**src/rtl/conv_3x3_channel_seq_pkg.sv**
```systemverilog
// Shared definitions for the conv_3x3 channel sequencer: the default word
// width, the sequencer state encoding and the counter width helper.
package conv_3x3_channel_seq_pkg;

   localparam int unsigned DATA_WIDTH_DFLT = 32;

   typedef enum logic [2:0] {
      IDLE   = 3'd0,
      LOAD_W = 3'd1,
      STREAM = 3'd2,
      DRAIN  = 3'd3,
      DONE   = 3'd4
   } seq_state_e;

   // clog2 with a floor of one bit so degenerate parameters still give a legal vector
   function automatic int unsigned cnt_w(input int unsigned max_val);
      return (max_val < 2) ? 1 : $clog2(max_val);
   endfunction

endpackage

```
**src/rtl/conv_3x3_channel_seq_if.sv**
```systemverilog
// Handshake bundle between the upstream feeders, the channel sequencer and
// the convolution datapath. cycle_cnt exists only when CONV_SEQ_PERF_CNT_EN
// is defined.
interface conv_3x3_channel_seq_if #(
   parameter int unsigned DATA_WIDTH     = conv_3x3_channel_seq_pkg::DATA_WIDTH_DFLT,
   parameter int unsigned CHANNEL_NUM_IN = 512
);
   import conv_3x3_channel_seq_pkg::*;

   localparam int unsigned CHAN_W = cnt_w(CHANNEL_NUM_IN);

   logic                  start;
   logic                  w_valid;
   logic [DATA_WIDTH-1:0] w_data;
   logic                  w_ready;
   logic                  p_valid;
   logic [DATA_WIDTH-1:0] p_data;
   logic                  p_ready;
   logic                  valid_weight_out;
   logic [DATA_WIDTH-1:0] weight_out;
   logic                  valid_pxl_out;
   logic [DATA_WIDTH-1:0] pxl_out;
   logic                  conv_valid;
   logic [CHAN_W-1:0]     chan_idx;
   logic                  busy;
   logic                  done;
`ifdef CONV_SEQ_PERF_CNT_EN
   logic [31:0]           cycle_cnt;
`endif

   // sequencer side
   modport slave (
      input  start, w_valid, w_data, p_valid, p_data, conv_valid,
      output w_ready, p_ready, valid_weight_out, weight_out, valid_pxl_out, pxl_out,
             chan_idx, busy, done
`ifdef CONV_SEQ_PERF_CNT_EN
      , output cycle_cnt
`endif
   );

   // feeder / datapath side
   modport master (
      output start, w_valid, w_data, p_valid, p_data, conv_valid,
      input  w_ready, p_ready, valid_weight_out, weight_out, valid_pxl_out, pxl_out,
             chan_idx, busy, done
`ifdef CONV_SEQ_PERF_CNT_EN
      , input cycle_cnt
`endif
   );

endinterface

```
**src/rtl/conv_seq_out_reg.sv**
```systemverilog
// One-cycle output stage toward the datapath: the valid flag follows the
// accept strobe, the data word is captured on accept and held otherwise.
module conv_seq_out_reg
   import conv_3x3_channel_seq_pkg::*;
#(
   parameter int unsigned DATA_WIDTH = DATA_WIDTH_DFLT
) (
   input  logic                  clk,
   input  logic                  rst_n,
   input  logic                  load_i,
   input  logic [DATA_WIDTH-1:0] data_i,
   output logic                  valid_o,
   output logic [DATA_WIDTH-1:0] data_o
);

   logic                  valid_q;
   logic [DATA_WIDTH-1:0] data_q;

   // register the accepted beat; data holds between beats
   always_ff @(posedge clk or negedge rst_n) begin
      if (!rst_n) begin
         valid_q <= 1'b0;
         data_q  <= '0;
      end else begin
         valid_q <= load_i;
         if (load_i) begin
            data_q <= data_i;
         end
      end
   end

   assign valid_o = valid_q;
   assign data_o  = data_q;

endmodule

```
**src/rtl/conv_3x3_channel_seq.sv**
```systemverilog
// Per-channel sequencer for a 3x3 convolution job: loads one kernel, streams
// one image plane, waits for the datapath results, then moves to the next
// input channel. Optional cycle counter behind CONV_SEQ_PERF_CNT_EN.
//
// state  | meaning
// IDLE   | waiting for start
// LOAD_W | accepting KERNEL_SIZE weights for chan_idx
// STREAM | accepting IMAGE_WIDTH*IMAGE_HEIGHT pixels
// DRAIN  | waiting until OUT_SIZE results have been seen
// DONE   | one-cycle job-complete pulse
module conv_3x3_channel_seq
   import conv_3x3_channel_seq_pkg::*;
#(
   parameter int unsigned DATA_WIDTH     = DATA_WIDTH_DFLT,
   parameter int unsigned IMAGE_WIDTH    = 16,
   parameter int unsigned IMAGE_HEIGHT   = 16,
   parameter int unsigned CHANNEL_NUM_IN = 512,
   parameter int unsigned KERNEL_SIZE    = 9,
   parameter int unsigned OUT_SIZE       = 256
) (
   input  logic                 clk,
   input  logic                 reset,
   conv_3x3_channel_seq_if.slave bus
);

   localparam int unsigned PIX_NUM = IMAGE_WIDTH * IMAGE_HEIGHT;
   localparam int unsigned W_CW    = cnt_w(KERNEL_SIZE + 1);
   localparam int unsigned P_CW    = cnt_w(PIX_NUM + 1);
   localparam int unsigned R_CW    = cnt_w(OUT_SIZE + 1);
   localparam int unsigned CH_W    = cnt_w(CHANNEL_NUM_IN);

   localparam logic [W_CW-1:0] W_LAST  = W_CW'(KERNEL_SIZE - 1);
   localparam logic [P_CW-1:0] P_LAST  = P_CW'(PIX_NUM - 1);
   localparam logic [R_CW-1:0] R_FULL  = R_CW'(OUT_SIZE);
   localparam logic [R_CW-1:0] R_LAST  = R_CW'(OUT_SIZE - 1);
   localparam logic [CH_W-1:0] CH_LAST = CH_W'(CHANNEL_NUM_IN - 1);

   seq_state_e      state_q, state_d;
   logic [W_CW-1:0] w_cnt_q, w_cnt_d;
   logic [P_CW-1:0] p_cnt_q, p_cnt_d;
   logic [R_CW-1:0] r_cnt_q, r_cnt_d;
   logic [CH_W-1:0] chan_q, chan_d;

   logic w_xfer;
   logic p_xfer;
   logic res_phase;
   logic r_inc;
   logic res_hit;
   logic busy_w;

   assign w_xfer    = bus.w_valid && (state_q == LOAD_W);
   assign p_xfer    = bus.p_valid && (state_q == STREAM);
   assign res_phase = (state_q == STREAM) || (state_q == DRAIN);
   // results saturate at OUT_SIZE so a burst arriving during STREAM is never lost or wrapped
   assign r_inc     = bus.conv_valid && res_phase && (r_cnt_q != R_FULL);
   assign res_hit   = (r_cnt_q == R_FULL) || (bus.conv_valid && (r_cnt_q == R_LAST));
   assign busy_w    = res_phase || (state_q == LOAD_W);

   // next-state and counter update
   always_comb begin
      state_d = state_q;
      w_cnt_d = w_cnt_q;
      p_cnt_d = p_cnt_q;
      r_cnt_d = r_inc ? r_cnt_q + 1'b1 : r_cnt_q;
      chan_d  = chan_q;
      case (state_q)
         IDLE: begin
            if (bus.start) begin
               state_d = LOAD_W;
               w_cnt_d = '0;
               r_cnt_d = '0;
            end
         end
         LOAD_W: begin
            if (w_xfer) begin
               if (w_cnt_q == W_LAST) begin
                  state_d = STREAM;
                  w_cnt_d = '0;
                  p_cnt_d = '0;
               end else begin
                  w_cnt_d = w_cnt_q + 1'b1;
               end
            end
         end
         STREAM: begin
            if (p_xfer) begin
               if (p_cnt_q == P_LAST) begin
                  state_d = DRAIN;
                  p_cnt_d = '0;
               end else begin
                  p_cnt_d = p_cnt_q + 1'b1;
               end
            end
         end
         DRAIN: begin
            if (res_hit) begin
               if (chan_q == CH_LAST) begin
                  state_d = DONE;
               end else begin
                  state_d = LOAD_W;
                  chan_d  = chan_q + 1'b1;
                  w_cnt_d = '0;
                  r_cnt_d = '0;
               end
            end
         end
         DONE: begin
            state_d = IDLE;
            chan_d  = '0;
         end
         default: begin
            state_d = IDLE;
         end
      endcase
   end

   // state and counter registers
   always_ff @(posedge clk or negedge reset) begin
      if (!reset) begin
         state_q <= IDLE;
         w_cnt_q <= '0;
         p_cnt_q <= '0;
         r_cnt_q <= '0;
         chan_q  <= '0;
      end else begin
         state_q <= state_d;
         w_cnt_q <= w_cnt_d;
         p_cnt_q <= p_cnt_d;
         r_cnt_q <= r_cnt_d;
         chan_q  <= chan_d;
      end
   end

   assign bus.w_ready  = (state_q == LOAD_W);
   assign bus.p_ready  = (state_q == STREAM);
   assign bus.busy     = busy_w;
   assign bus.done     = (state_q == DONE);
   assign bus.chan_idx = chan_q;

   conv_seq_out_reg #(.DATA_WIDTH(DATA_WIDTH)) u_weight_reg (
      .clk     (clk),
      .rst_n   (reset),
      .load_i  (w_xfer),
      .data_i  (bus.w_data),
      .valid_o (bus.valid_weight_out),
      .data_o  (bus.weight_out)
   );

   conv_seq_out_reg #(.DATA_WIDTH(DATA_WIDTH)) u_pxl_reg (
      .clk     (clk),
      .rst_n   (reset),
      .load_i  (p_xfer),
      .data_i  (bus.p_data),
      .valid_o (bus.valid_pxl_out),
      .data_o  (bus.pxl_out)
   );

`ifdef CONV_SEQ_PERF_CNT_EN
   logic [31:0] cyc_q, cyc_d;

   // job cycle counter: cleared when start is taken, saturating, frozen outside busy
   always_comb begin
      cyc_d = cyc_q;
      if ((state_q == IDLE) && bus.start) begin
         cyc_d = '0;
      end else if (busy_w && (cyc_q != 32'hFFFF_FFFF)) begin
         cyc_d = cyc_q + 32'd1;
      end
   end

   // cycle counter register
   always_ff @(posedge clk or negedge reset) begin
      if (!reset) begin
         cyc_q <= '0;
      end else begin
         cyc_q <= cyc_d;
      end
   end

   assign bus.cycle_cnt = cyc_q;
`endif

endmodule
```
**src/flat_wrapper.sv**
```systemverilog
// flat-port wrapper written by rule: the top's interface ports become plain ports
module conv_3x3_channel_seq_flat import conv_3x3_channel_seq_pkg::*;
#(
   parameter int unsigned DATA_WIDTH     = DATA_WIDTH_DFLT,
   parameter int unsigned IMAGE_WIDTH    = 16,
   parameter int unsigned IMAGE_HEIGHT   = 16,
   parameter int unsigned CHANNEL_NUM_IN = 512,
   parameter int unsigned KERNEL_SIZE    = 9,
   parameter int unsigned OUT_SIZE       = 256
)
  (clk, reset, bus_start, bus_w_valid, bus_w_data, bus_p_valid, bus_p_data, bus_conv_valid, bus_w_ready, bus_p_ready, bus_valid_weight_out, bus_weight_out, bus_valid_pxl_out, bus_pxl_out, bus_chan_idx, bus_busy, bus_done);
  conv_3x3_channel_seq_if #(.DATA_WIDTH(DATA_WIDTH), .CHANNEL_NUM_IN(CHANNEL_NUM_IN)) bus_i ();
  input  logic clk;
  input  logic reset;
  input wire logic [$bits(bus_i.start)-1:0] bus_start;
  input wire logic [$bits(bus_i.w_valid)-1:0] bus_w_valid;
  input wire logic [$bits(bus_i.w_data)-1:0] bus_w_data;
  input wire logic [$bits(bus_i.p_valid)-1:0] bus_p_valid;
  input wire logic [$bits(bus_i.p_data)-1:0] bus_p_data;
  input wire logic [$bits(bus_i.conv_valid)-1:0] bus_conv_valid;
  output wire logic [$bits(bus_i.w_ready)-1:0] bus_w_ready;
  output wire logic [$bits(bus_i.p_ready)-1:0] bus_p_ready;
  output wire logic [$bits(bus_i.valid_weight_out)-1:0] bus_valid_weight_out;
  output wire logic [$bits(bus_i.weight_out)-1:0] bus_weight_out;
  output wire logic [$bits(bus_i.valid_pxl_out)-1:0] bus_valid_pxl_out;
  output wire logic [$bits(bus_i.pxl_out)-1:0] bus_pxl_out;
  output wire logic [$bits(bus_i.chan_idx)-1:0] bus_chan_idx;
  output wire logic [$bits(bus_i.busy)-1:0] bus_busy;
  output wire logic [$bits(bus_i.done)-1:0] bus_done;
  assign bus_i.start = bus_start;
  assign bus_i.w_valid = bus_w_valid;
  assign bus_i.w_data = bus_w_data;
  assign bus_i.p_valid = bus_p_valid;
  assign bus_i.p_data = bus_p_data;
  assign bus_i.conv_valid = bus_conv_valid;
  assign bus_w_ready = bus_i.w_ready;
  assign bus_p_ready = bus_i.p_ready;
  assign bus_valid_weight_out = bus_i.valid_weight_out;
  assign bus_weight_out = bus_i.weight_out;
  assign bus_valid_pxl_out = bus_i.valid_pxl_out;
  assign bus_pxl_out = bus_i.pxl_out;
  assign bus_chan_idx = bus_i.chan_idx;
  assign bus_busy = bus_i.busy;
  assign bus_done = bus_i.done;
  conv_3x3_channel_seq #(.DATA_WIDTH(DATA_WIDTH), .IMAGE_WIDTH(IMAGE_WIDTH), .IMAGE_HEIGHT(IMAGE_HEIGHT), .CHANNEL_NUM_IN(CHANNEL_NUM_IN), .KERNEL_SIZE(KERNEL_SIZE), .OUT_SIZE(OUT_SIZE)) u_core (.clk(clk), .reset(reset), .bus(bus_i));
endmodule
```
**config.mk**
```make
export PLATFORM = sky130hd
export DESIGN_NAME = conv_3x3_channel_seq_flat
export DESIGN_NICKNAME = d
export VERILOG_FILES = /design/src/rtl/conv_3x3_channel_seq_pkg.sv /design/src/rtl/conv_3x3_channel_seq_if.sv /design/src/rtl/conv_seq_out_reg.sv /design/src/rtl/conv_3x3_channel_seq.sv /design/src/flat_wrapper.sv
export SDC_FILE = /design/constraint.sdc
export NUM_CORES = 1
export LEC_CHECK = 0
export CORE_AREA = 2 2 96 116
export CTS_CLUSTER_DIAMETER = 120
export DETAILED_ROUTE_END_ITERATION = 12
export DIE_AREA = 0 0 98 118
export GPL_TIMING_DRIVEN = 0
export PLACE_DENSITY = 0.76
export SLEW_MARGIN = 40
export SYNTH_ARGS = -nofsm -noshare
export SYNTH_HDL_FRONTEND = slang
export SYNTH_SLANG_ARGS = --single-unit
```
**constraint.sdc**
```tcl
create_clock -name clk -period 3.6 [get_ports clk]
set_input_delay 0.72 -clock clk [delete_from_list [all_inputs] [get_ports clk]]
set_output_delay 0.72 -clock clk [all_outputs]
set_load 0.05 [all_outputs]
```
==> flow_summary.yaml, run 1 <==
clocking:
  holdBufCountCts: 0
  cts_root_buf: "clkbuf_16"
  cts_max_level: 3
  path_clk_slew_ns: 0.07
  cts_tree: "done"
  cts_setup_buffers: 0
  clk_path_buf_depth: 2
  cts_resized: 0
  cts-buffers-inserted: 9
  clk_latency_ns: 0.34
  clock-sinks: 100
timing:
  skew_ns: 0.00471
  final.min_clock_period_ns: 2.97
  slew_headroom: 0.556
  post-route-period-util: 0.825
  rsz0062_at_grt: "false"
  worst_pin_slew_ns: 0.665
  finalMaxSlewViolations: 0
  max_freq_mhz: 337
  setup_viol: 0
  hold_viol_final: 0
floorplan:
  core_um2: 10400
  fp-row-count: 41
  die_area_um2: 11600
  pin_count: 149
  start_util: 0.433
  die_y_um: 118
  die_w_um: 98
synth:
  yosysTopAreaCellShare: 0.554
  synth_ff_type: "dfrtp_1"
  postSynthAreaPerCell_um2: 12.5
  synth_cells: 361
  synth_seq_cells: 100
  synth_area_um2: 4510
  yosysWarningCount: 0
  yosys.area.top_type: "dfrtp_1"
  async_reset_ff_frac: 1.00
  synth_most_common_cell: "dfrtp_1"
  synth_area_leaders: "dfrtp_1 55%, mux2_2 16%, ha_1 2.2%"
  synth-edff-count: 0
  synth_seq_area_share: 0.554
  synth_nets: 439
  ys_types: 51
  ys_top_cells_by_count: "100 x dfrtp_1, 64 x mux2_2, 17 x nor2_1, 16 x inv_1, 16 x nand2_1"
finish:
  layout-drive-gt1-share: 0.202
  design_area_um2: 6500
  layout.cells.non_filler: 655
  fin_nets: 599
  fill_cells: 820
  n_antenna_cell: 0
  seqCellArea_um2: 2500
  area_delta_synth_final_pct: 44.0
  multi_input_area_um2: 1870
detailed_routing:
  vias: 3479
  drc: 0
  via_per_inst: 5.31
  wl_per_cell_um: 16.3
  drt_iter0_drc: 90
  antenna_left: 0
  firstDrtPassIters: 4
  drt_wl_total_um: 10700
setup_path:
  critPathLaunchType: "flop"
  cp.depth: 3
  r2r_setup_slack_ns: 1.27
  crit_path_end_kind: "output port"
  arrival_ns: 2.25
  crit_family: "buffers and inverters"
  reg2reg_to: "u_core.bus.chan_idx[0]$_DFFE_PN0P_"
  cp-startpoint: "u_core.state_q[0]$_DFFE_PN0P_"
  crit_path_end: "bus_w_ready"
  r2r_cells: 9
  worst-path-buf-inv: 2
  worstReg2RegStart: "u_core.r_cnt_q[0]$_DFF_PN0_"
  crit_path_max_incr_delay_ns: 0.89
  slowest_stage: "clkdlybuf4s50_1"
  crit_chain: "buf_2 > nor3b_4 > clkdlybuf4s50_1"
  critPathMaxFanout: 10
  required_ns: 2.88
  criticalPathCategory: "flop to output port"
global_route:
  grt_overflow: 0
  grt_pass1_vias: 3621
  grt.total_usage: 0.191
  antenna_found_initial: 0
  grt_max_degree: 64
  grt_pass1_wl_um: 17900
placed_design:
  gp_congestion: 0.825
  numPortBuffers: 148
  dp.cells: 639
  dpl_cell_area_um2: 6190
  dp_hpwl_um: 7990
power_and_ir_drop:
  fin_total_pwr_mw: 5.56
  p_per_area_nw_per_um2: 855
  p_leak_nw: 2.76
  peakVddDrop_mv: 0.543
job:
  drv_cap: 0
hold_path:
  hold_path_class: "primary input to async pin"
outcome:
  outcome: "finished clean"
[cell families (layout without fill, tap and decap cells)]
kind of cell,count (synthesis),in the layout,share of synthesized area
flops,100,100,0.554
mux,69,69,0.171
buf+inv,31,196,0.0310
xor+xnor,8,8,0.0155
simple gates,91,91,0.126
fa+ha+maj,8,8,0.0222
compound gates,54,54,0.0807
[state kept, by name, indices dropped and copies added, names as in the netlist]
| name | cells |
|---|---|
| u_core.u_weight_reg.valid_o | 1 |
| u_core.u_pxl_reg.data_o | 32 |
| u_core.state_q | 3 |
| u_core.bus.chan_idx | 9 |
| u_core.p_cnt_q | 9 |
| u_core.u_weight_reg.data_o | 32 |
| u_core.u_pxl_reg.valid_o | 1 |
| u_core.w_cnt_q | 4 |
| u_core.r_cnt_q | 9 |
[through the flow]
step	setup slack [ns]	setup TNS [ns]	util	hold WS, ns
finish	0.629	0	0.624	0.235
global route	0.530	0	0.624	0.250
CTS	0.615	0	0.624	0.239
detailed placement	0.964	0	0.594	0.473
global placement	-2.00	-199.50	0.591	0.469
floorplan	1.27	0	-	0.424
[worst min path at each step]
| stage | cells after the start | slack (ns) | start | endpoint |
|---|---|---|---|---|
| floorplan | 0 | 0.42 | reset | u_core.bus.chan_idx[0]$_DFFE_PN0P_ |
| global placement | 1 | 0.47 | u_core.p_cnt_q[8]$_DFFE_PN0P_ | u_core.p_cnt_q[8]$_DFFE_PN0P_ |
| detailed placement | 1 | 0.47 | u_core.p_cnt_q[8]$_DFFE_PN0P_ | u_core.p_cnt_q[8]$_DFFE_PN0P_ |
| CTS | 1 | 0.24 | reset | u_core.bus.chan_idx[2]$_DFFE_PN0P_ |
| global route | 1 | 0.25 | reset | u_core.bus.chan_idx[2]$_DFFE_PN0P_ |
| finish | 1 | 0.24 | reset | u_core.bus.chan_idx[2]$_DFFE_PN0P_ |
[placed cells by master (no fill, tap or decap), types with 4 or more instances in the layout]
| cell | synthesis | routed |
|---|---|---|
| xnor2_1 | 8 | 8 |
| nor4_1 | 4 | 4 |
| a21oi_1 | 15 | 15 |
| buf_2 | 10 | 10 |
| dfrtp_1 | 100 | 100 |
| ha_1 | 8 | 8 |
| clkdlybuf4s50_1 | 0 | 147 |
| mux2i_1 | 5 | 5 |
| nand2b_1 | 4 | 4 |
| nor2_1 | 17 | 17 |
| o21ai_0 | 15 | 15 |
| inv_1 | 16 | 16 |
| nand3b_1 | 4 | 4 |
| nand2_1 | 16 | 16 |
| clkbuf_16 | 0 | 9 |
| o31ai_1 | 6 | 6 |
| or4_1 | 6 | 6 |
| nand3_1 | 12 | 12 |
| mux2_2 | 64 | 64 |
[metal layers]
layer / GRT usage / up-vias / wire length, um / share of wire
met1: 0.217 / 1721 / 4130 / 0.39
met3: 0.0600 / 21 / 804 / 0.075
li1: - / 1630 / - / -
met4: 0.0833 / 0 / 250 / 0.023
met2: 0.328 / 107 / 5460 / 0.51
met5: 0 / - / 0 / 0
[report_power, final]
part / switching [mW] / internal, mW / leakage [nW]
clock: 0.418 / 0.579 / 0.156
combinational: 1.77 / 1.06 / 1.32
sequential: 0.238 / 1.50 / 1.28
[area by class of cell]
| cell class | instances | area share |
|---|---|---|
| tap | 129 | 0.0248 |
| clock inverter | 5 | 0.00885 |
| timing repair buffer | 149 | 0.233 |
| clock buffer | 11 | 0.0389 |
| multi-input combinational | 230 | 0.288 |
| sequential | 100 | 0.385 |
| buffer | 14 | 0.0117 |
| inverter | 17 | 0.00982 |
No activity file was read; power rests on OpenSTA's default activity.
==> run 2, diff against run 1 <==
--- a/config.mk
+++ b/config.mk
@@ -5,10 +5,10 @@
 export SDC_FILE = /design/constraint.sdc
 export NUM_CORES = 1
 export LEC_CHECK = 0
-export CORE_AREA = 2 2 96 116
+export CORE_AREA = 2 2 98 119
 export CTS_CLUSTER_DIAMETER = 120
 export DETAILED_ROUTE_END_ITERATION = 12
-export DIE_AREA = 0 0 98 118
+export DIE_AREA = 0 0 100 121
 export GPL_TIMING_DRIVEN = 0
 export PLACE_DENSITY = 0.76
 export SLEW_MARGIN = 40
==> constraint.sdc (replaced) <==
create_clock -name clk -period 2.4 [get_ports clk]
set_input_delay 0.48 -clock clk [delete_from_list [all_inputs] [get_ports clk]]
set_output_delay 0.48 -clock clk [all_outputs]
set_load 0.05 [all_outputs]
==> run 2 against run 1 <==
Against the previous run:
- wire length increased by 2.4%
- non-clock buffer count increased by 1
- flip-flop and latch count did not move
- worst hold slack got worse by 0.21 ns
- global-route usage is 0.61 points lower
- largest cell class unchanged
- critical path type unchanged
- combinational power grew 51%
- critical path depth unchanged
==> flow_summary.yaml, run 2 (same netlist as run 1, synthesis figures left out) <==
outcome:
  outcome: "finished clean"
clocking:
  path_clk_slew_ns: 0.07
  clk_latency_ns: 0.34
  cts_root_buf: "clkbuf_16"
  clock-sinks: 100
  cts_max_level: 3
  cts_tree: "done"
  clk_path_buf_depth: 2
  cts-buffers-inserted: 9
finish:
  area_delta_synth_final_pct: 44.3
  mostFrequentLayoutCells: "143 x clkdlybuf4s50_1, 99 x dfrtp_1, 64 x mux2_2"
  design_area_um2: 6510
  layout.cells.non_filler: 659
  final_common_cell: "clkdlybuf4s50_1"
  fill_cells: 955
  seqCellArea_um2: 2500
  n_antenna_cell: 0
  fin_nets: 600
  layout-drive-gt1-share: 0.214
  multi_input_area_um2: 1880
  final_util: 0.596
timing:
  worst_pin_slew_ns: 0.649
  final.min_clock_period_ns: 2.29
  max_freq_mhz: 437
  hold_viol_final: 0
  skew_ns: 0.00672
  setup_viol: 0
  finalMaxSlewViolations: 0
  rsz0062_at_grt: "true"
  slew_headroom: 0.567
  post-route-period-util: 0.953
floorplan:
  fp-row-count: 42
  core_um2: 10900
  die_w_um: 100
  die_y_um: 121
  pin_count: 149
  die_area_um2: 12100
  start_util: 0.413
global_route:
  grt_pass1_wl_um: 18000
  grt_pass1_vias: 3714
  grt_overflow: 0
  grt.total_usage: 0.185
  antenna_found_initial: 0
  grt_max_degree: 58
placed_design:
  numPortBuffers: 148
  dpl_cell_area_um2: 6190
  dp.cells: 642
  dp_hpwl_um: 8060
  gp_congestion: 0.848
power_and_ir_drop:
  p_leak_nw: 2.77
  p_per_area_nw_per_um2: 1280
  peakVddDrop_mv: 1.19
  fin_total_pwr_mw: 8.32
detailed_routing:
  drt_wl_total_um: 10900
  antenna_left: 0
  vias: 3492
  drc: 0
  drt_iter0_drc: 174
  via_per_inst: 5.30
  firstDrtPassIters: 4
  wl_per_cell_um: 16.6
setup_path:
  critPathLaunchType: "flop"
  critPathMaxFanout: 10
  arrival_ns: 1.81
  criticalPathCategory: "flop to output port"
  crit_path_end_kind: "output port"
  r2r_setup_slack_ns: 0.15
  worst-path-buf-inv: 2
  crit_path_max_incr_delay_ns: 0.44
  slowest_stage: "clkdlybuf4s15_2"
  required_ns: 1.92
  crit_family: "buffers and inverters"
  crit_chain: "buf_2 > nor3b_4 > clkdlybuf4s15_2"
job:
  drv_cap: 0
hold_path:
  hold_path_class: "primary input to async pin"
-- run 2: what timing repair did --
item	4_1_cts	5_1_grt
resized for setup	9	9
setup endpoints to repair	3	28
buffers inserted	0	1
hold buffers	0	0
-- run 2: per-stage QoR --
stage	hold WS, ns	TNS, ns	setup WS, ns
3_5_place_dp	0.396	-0.0120	-0.0120
6_report	0.0263	0	0.113
2_1_floorplan	0.184	0	0.0674
3_3_place_gp	0.474	-295.21	-2.96
4_1_cts	0.0324	0	0.0102
5_1_grt	0.0413	-0.324	-0.0550
-- run 2: final timing paths --
check | from | endpoint | depth (start not counted)
min | reset | u_core.bus.chan_idx[2]$_DFFE_PN0P_ | 1
max | u_core.state_q[0]$_DFFE_PN0P_ | bus_w_ready | 3
max in group asynchronous | reset | u_core.w_cnt_q[1]$_DFFE_PN0P_ | 2
min reg2reg | u_core.u_pxl_reg.data_o[24]$_DFFE_PN0P_ | u_core.u_pxl_reg.data_o[24]$_DFFE_PN0P_ | 1
max reg2reg | u_core.bus.chan_idx[0]$_DFFE_PN0P_ | u_core.bus.chan_idx[4]$_DFFE_PN0P_ | 8
min in group clk | u_core.u_pxl_reg.data_o[24]$_DFFE_PN0P_ | u_core.u_pxl_reg.data_o[24]$_DFFE_PN0P_ | 1
-- run 2: layer usage --
layer	vias to the layer above	global-route usage	part of all wire
met5	-	0	0
met4	0	0.0693	0.018
met3	16	0.0426	0.050
met2	101	0.317	0.54
met1	1748	0.227	0.40
li1	1627	-	-
-- run 2: final cells by class --
class                   count  area share
plain buffers              14      0.0119
well taps                 132      0.0254
inverters                  17     0.00980
clock inverters             5     0.00922
multi-input cells         230       0.289
clock buffers              11      0.0373
flip-flops and latches    100       0.384
repair buffers            150       0.234
-- run 2: where the power goes --
group	internal, mW	switching, mW
clock network	0.841	0.614
registers	2.25	0.357
logic	1.59	2.67
total	4.68	3.65
==> variant 1, RTL diff (flow settings as in run 2) <==
The 5 states of `seq_state_e` get a one-hot encoding in 5 bits.
--- a/src/rtl/conv_3x3_channel_seq_pkg.sv
+++ b/src/rtl/conv_3x3_channel_seq_pkg.sv
@@ -4,12 +4,12 @@
 
    localparam int unsigned DATA_WIDTH_DFLT = 32;
 
-   typedef enum logic [2:0] {
-      IDLE   = 3'd0,
-      LOAD_W = 3'd1,
-      STREAM = 3'd2,
-      DRAIN  = 3'd3,
-      DONE   = 3'd4
+   typedef enum logic [4:0] {
+      IDLE   = 5'b00001,
+      LOAD_W = 5'b00010,
+      STREAM = 5'b00100,
+      DRAIN  = 5'b01000,
+      DONE   = 5'b10000
    } seq_state_e;
 
    // clog2 with a floor of one bit so degenerate parameters still give a legal vector
Function: no difference found for any inputs over 10 cycles, from zero or initial values and one cycle with reset low; not proved beyond that.
==> variant 1 against run 2 <==
Worst setup slack improved by 0.0032 ns. Final cell count shrank 1.7%. Synthesized area is 0.44% lower. Core utilization grew 0.092 points. Largest power group unchanged. Wire length fell by 7.2%. Sequential cell count increased by 2. Sequential share of layout area grew 0.71 points. Cell area up 0.15%. Fmax increased by 0.14%. Power shrank 26%. Count of clock-buffer cells in the layout fell by 1.
==> variant 1: results (changes against run 2) <==
stage,metric,value,unit,change
outcome,status,"finished, final reports clean",,
sta,Clock Skew,0.01026,ns,+0.003543 ns
critical_path,"Largest delay share family, worst path",simple AND/OR/NAND/NOR gates,,
final_layout,layout cells sized above 1,22.87,%,+1.4 points
global_route,vias in the first global route,3497,,-5.8%
global_route,initial antenna violation count,0,,unchanged
place,Post-DP HPWL,7477,µm,-7.3%
pwr,LEAKAGE,2.906,nW,+4.9%
logic_synthesis,syn_nets,427,,-2.7%
logic_synthesis,most frequent cells after synthesis,"101 x dfrtp_1, 61 x mux2_2, 20 x nor2_1, 14 x nand2_1",,
logic_synthesis,sequential element share of the synthesized area,56.82,%,+1.4 points
logic_synthesis,XOR/XNOR Fraction of Synth Area,2.728,%,+1.2 points
final_layout,filler cell count,923,,-3.4%
sta,Tightest Pin Transition,0.6273,ns,-0.02137 ns
global_route,gr usage total,17.30,%,-1.2 points
critical_path,Max stage delay on crit path,0.38,ns,-0.06 ns
final_layout,Final Net Count,589,,-1.8%
logic_synthesis,mux cell area share after synthesis,17.43,%,+0.35 points
pwr,Peak VDD IR,0.7552,mV,-37%
critical_path,slowest CP cell,dfrtp_1,,
logic_synthesis,Post-Synth Adder-Cell Area,2.227,%,+0.0099 points
logic_synthesis,Synth Area in Compound Gates,5.958,%,-2.1 points
detailed_routing,Vias,3303,,-5.4%
detailed_routing,Initial DRC Count,92,,-47%
place,gpl congestion,0.7823,,-7.7%
logic_synthesis,Synth cell types,52,,+2.0%
logic_synthesis,dominant cells by area after synthesis,"dfrtp_1 56%, mux2_2 15%, ha_1 2.2%",,
==> variant 1: cells by family (layout without fill, tap and decap cells) <==
kind of cell / after synthesis / count (layout)
buffers and inverters: 22 / 189
AOI/OAI and AO/OA: 37 / 37
xor gates and xnor gates: 14 / 14
and+or+nand+nor: 96 / 96
muxes: 70 / 70
adders and majority gates: 8 / 8
DFF: 102 / 102
==> variant 1: through the flow <==
stage / instance area, µm² / power [mW] / setup WS (ns) / util [%] / cells
6_report: 6524 / 6.199 / 0.1158 / 59.68 / 648
5_1_grt: 6524 / 6.460 / 0.03164 / 59.68 / 648
4_1_cts: 6489 / 6.256 / -0.1396 / 59.36 / 646
3_5_place_dp: 6178 / 4.768 / -0.3773 / 56.52 / 630
3_3_place_gp: 6146 / 4.703 / -2.999 / 56.23 / 629
2_1_floorplan: 4499 / 3.835 / 0.001689 / - / 349
==> variant 1: area by class of cell <==
cell class              count  area, µm²  area share, %
repair buffers            155       1551          23.78
inverters                  10      37.54         0.5754
clock inverters             6      68.82          1.055
well taps                 132      165.2          2.532
multi-input cells         225       1872          28.69
flip-flops and latches    102       2554          39.14
clock buffers              10      229.0          3.510
plain buffers               8      46.29         0.7096
==> variant 1: final timing paths <==
path	from	end	slack, ns	depth (start not counted)
min in group clk	u_core.p_cnt_q[1]	u_core.p_cnt_q[1]	0.49	2
max in group asynchronous	reset	u_core.p_cnt_q[4]	1.79	2
min	reset	u_core.bus.chan_idx[6]	0.02	1
max reg2reg	u_core.r_cnt_q[2]	u_core.w_cnt_q[0]	0.16	8
max	u_core.state_q[1]	bus_busy	0.12	5
min reg2reg	u_core.p_cnt_q[1]	u_core.p_cnt_q[1]	0.49	2
==> variant 1: layer usage <==
metal | vias to the layer above | share of wire (%) | track usage, % | wire (µm)
li1 | 1564 | - | - | -
met1 | 1628 | 41 | 20.25 | 4098
met2 | 96 | 51 | 29.52 | 5146
met3 | 15 | 6.4 | 5.012 | 651
met4 | 0 | 2.2 | 7.363 | 221
met5 | - | 0 | 0 | 0
==> variant 1: timing repair <==
item | 4_1_cts | 5_1_grt
hold buffers | 0 | 0
endpoints found under the setup margin | 9 | 5
pin swaps | 1 | 1
buffers inserted | 2 | 4
hold endpoints to repair | 0 | 0
gates resized for setup | 16 | 6
==> variant 1: power by group <==
part,switching [mW],leakage (nW),internal [mW]
combinational,1.58,1.41,0.958
clock,0.653,0.144,0.819
sequential,0.157,1.35,2.03
==> variant 2, RTL diff (settings of run 2) <==
Without the edit above. `IMAGE_HEIGHT` is set to 16 in 2 places; all go to 18.
--- a/src/rtl/conv_3x3_channel_seq.sv
+++ b/src/rtl/conv_3x3_channel_seq.sv
@@ -13,7 +13,7 @@
 #(
    parameter int unsigned DATA_WIDTH     = DATA_WIDTH_DFLT,
    parameter int unsigned IMAGE_WIDTH    = 16,
-   parameter int unsigned IMAGE_HEIGHT   = 16,
+   parameter int unsigned IMAGE_HEIGHT   = 18,
    parameter int unsigned CHANNEL_NUM_IN = 512,
    parameter int unsigned KERNEL_SIZE    = 9,
    parameter int unsigned OUT_SIZE       = 256
--- a/src/flat_wrapper.sv
+++ b/src/flat_wrapper.sv
@@ -3,7 +3,7 @@
 #(
    parameter int unsigned DATA_WIDTH     = DATA_WIDTH_DFLT,
    parameter int unsigned IMAGE_WIDTH    = 16,
-   parameter int unsigned IMAGE_HEIGHT   = 16,
+   parameter int unsigned IMAGE_HEIGHT   = 18,
    parameter int unsigned CHANNEL_NUM_IN = 512,
    parameter int unsigned KERNEL_SIZE    = 9,
    parameter int unsigned OUT_SIZE       = 256
Check against the original RTL: same outputs for any inputs over 10 cycles, from zero or initial values and one cycle with reset low; that may be too few to reach the edited logic, so the function may still have changed.
==> variant 2 against run 2 <==
Sequential cell count unchanged. Die area unchanged. Synthesized area down 0.55%. Power up 21%. Non-clock buffer count unchanged. Clock power up 16%. The flow now finishes with violations (negative hold slack). Worst setup slack better by 0.0092 ns. Register-to-register slack worse by 0.02 ns. Cell area up 0.25%. Wire length down 1.4%.
==> variant 2: results (changes against run 2) <==
stage,metric,value,unit,change
sta,"Hold Violations, Final",3,,+3
pwr,LEAKAGE,2.753,nW,-0.58%
logic_synthesis,Synth Area per Inst,12.51,µm²,about the same
detailed_routing,Vias,3387,,-3.0%
pwr,Peak VDD IR,0.9589,mV,-19%
global_route,gr usage total,18.33,%,-0.19 points
place,gpl congestion,0.8145,,-3.9%
sta,Clock Skew,0.01051,ns,+0.003794 ns
logic_synthesis,Post-Synth Adder-Cell Area,2.230,%,+0.012 points
critical_path,Worst R2R Start,u_core.r_cnt_q[0],,
global_route,global-route wire length before repair,17640,µm,-1.8%
sta,hold slack,-0.007440,ns,-0.03379 ns
outcome,status,"finished, violations left",,
place,placed inst area,6168,µm²,-0.40%
logic_synthesis,syn_nets,437,,-0.46%
place,Setup WS pre-CTS,-0.05229,ns,-0.04032 ns
outcome,failing checks,negative hold slack,,
logic_synthesis,most frequent cells after synthesis,"100 x dfrtp_1, 64 x mux2_2, 22 x nand2_1, 22 x nor2_1, 13 x a21oi_1",,
pwr,P_comb,5.52,mW,+29%
detailed_routing,final wirelength,10760,µm,-1.4%
global_route,largest net degree at the start of global routing,64,,+10%
critical_path,end of the critical path,bus_p_ready,,
pwr,clock power share,16.9,%,-0.6 points
critical_path,worst r2r path cells,10,,+2
global_route,vias in the first global route,3648,,-1.8%
pwr,Sw Pwr,4.533,mW,+24%
critical_path,flop-to-flop setup slack,0.13,ns,-0.02 ns
clock_network,cts repair resizes,7,,-2
logic_synthesis,dominant cells by area after synthesis,"dfrtp_1 56%, mux2_2 16%, ha_1 2.2%",,
place,dpl cells,640,,-0.31%
pwr,sw frac,45.14,%,+1.4 points
-- variant 2: changes by cell type after synthesis, sizes merged, moves of 4 or more --
| cell | run 2 | this run |
|---|---|---|
| nor2 | 17 | 23 |
| nand2 | 16 | 22 |
| or4 | 6 | 1 |
| a2111oi | 4 | 0 |
| nand3 | 12 | 6 |
| xor2 | 0 | 8 |
| o31ai | 6 | 1 |
| a31oi | 0 | 5 |
| and3 | 0 | 8 |
| xnor2 | 8 | 2 |
| inv | 16 | 11 |
-- variant 2: cell type report --
type | instances | share of cell area (%)
buffer | 14 | 1.284
clock buffer | 11 | 3.717
clock inverter | 5 | 1.629
inverter | 11 | 0.6323
multi-input combinational | 234 | 28.74
sequential | 100 | 38.32
tap | 132 | 2.529
timing repair buffer | 150 | 23.15
-- variant 2: metal layers --
metal / part of all wire, % / vias to the layer above / GRT usage [%]
met5: 0 / - / 0
met4: 1.5 / 0 / 6.079
met3: 7.1 / 12 / 6.048
met2: 51 / 102 / 30.79
met1: 41 / 1667 / 22.16
li1: - / 1606 / -
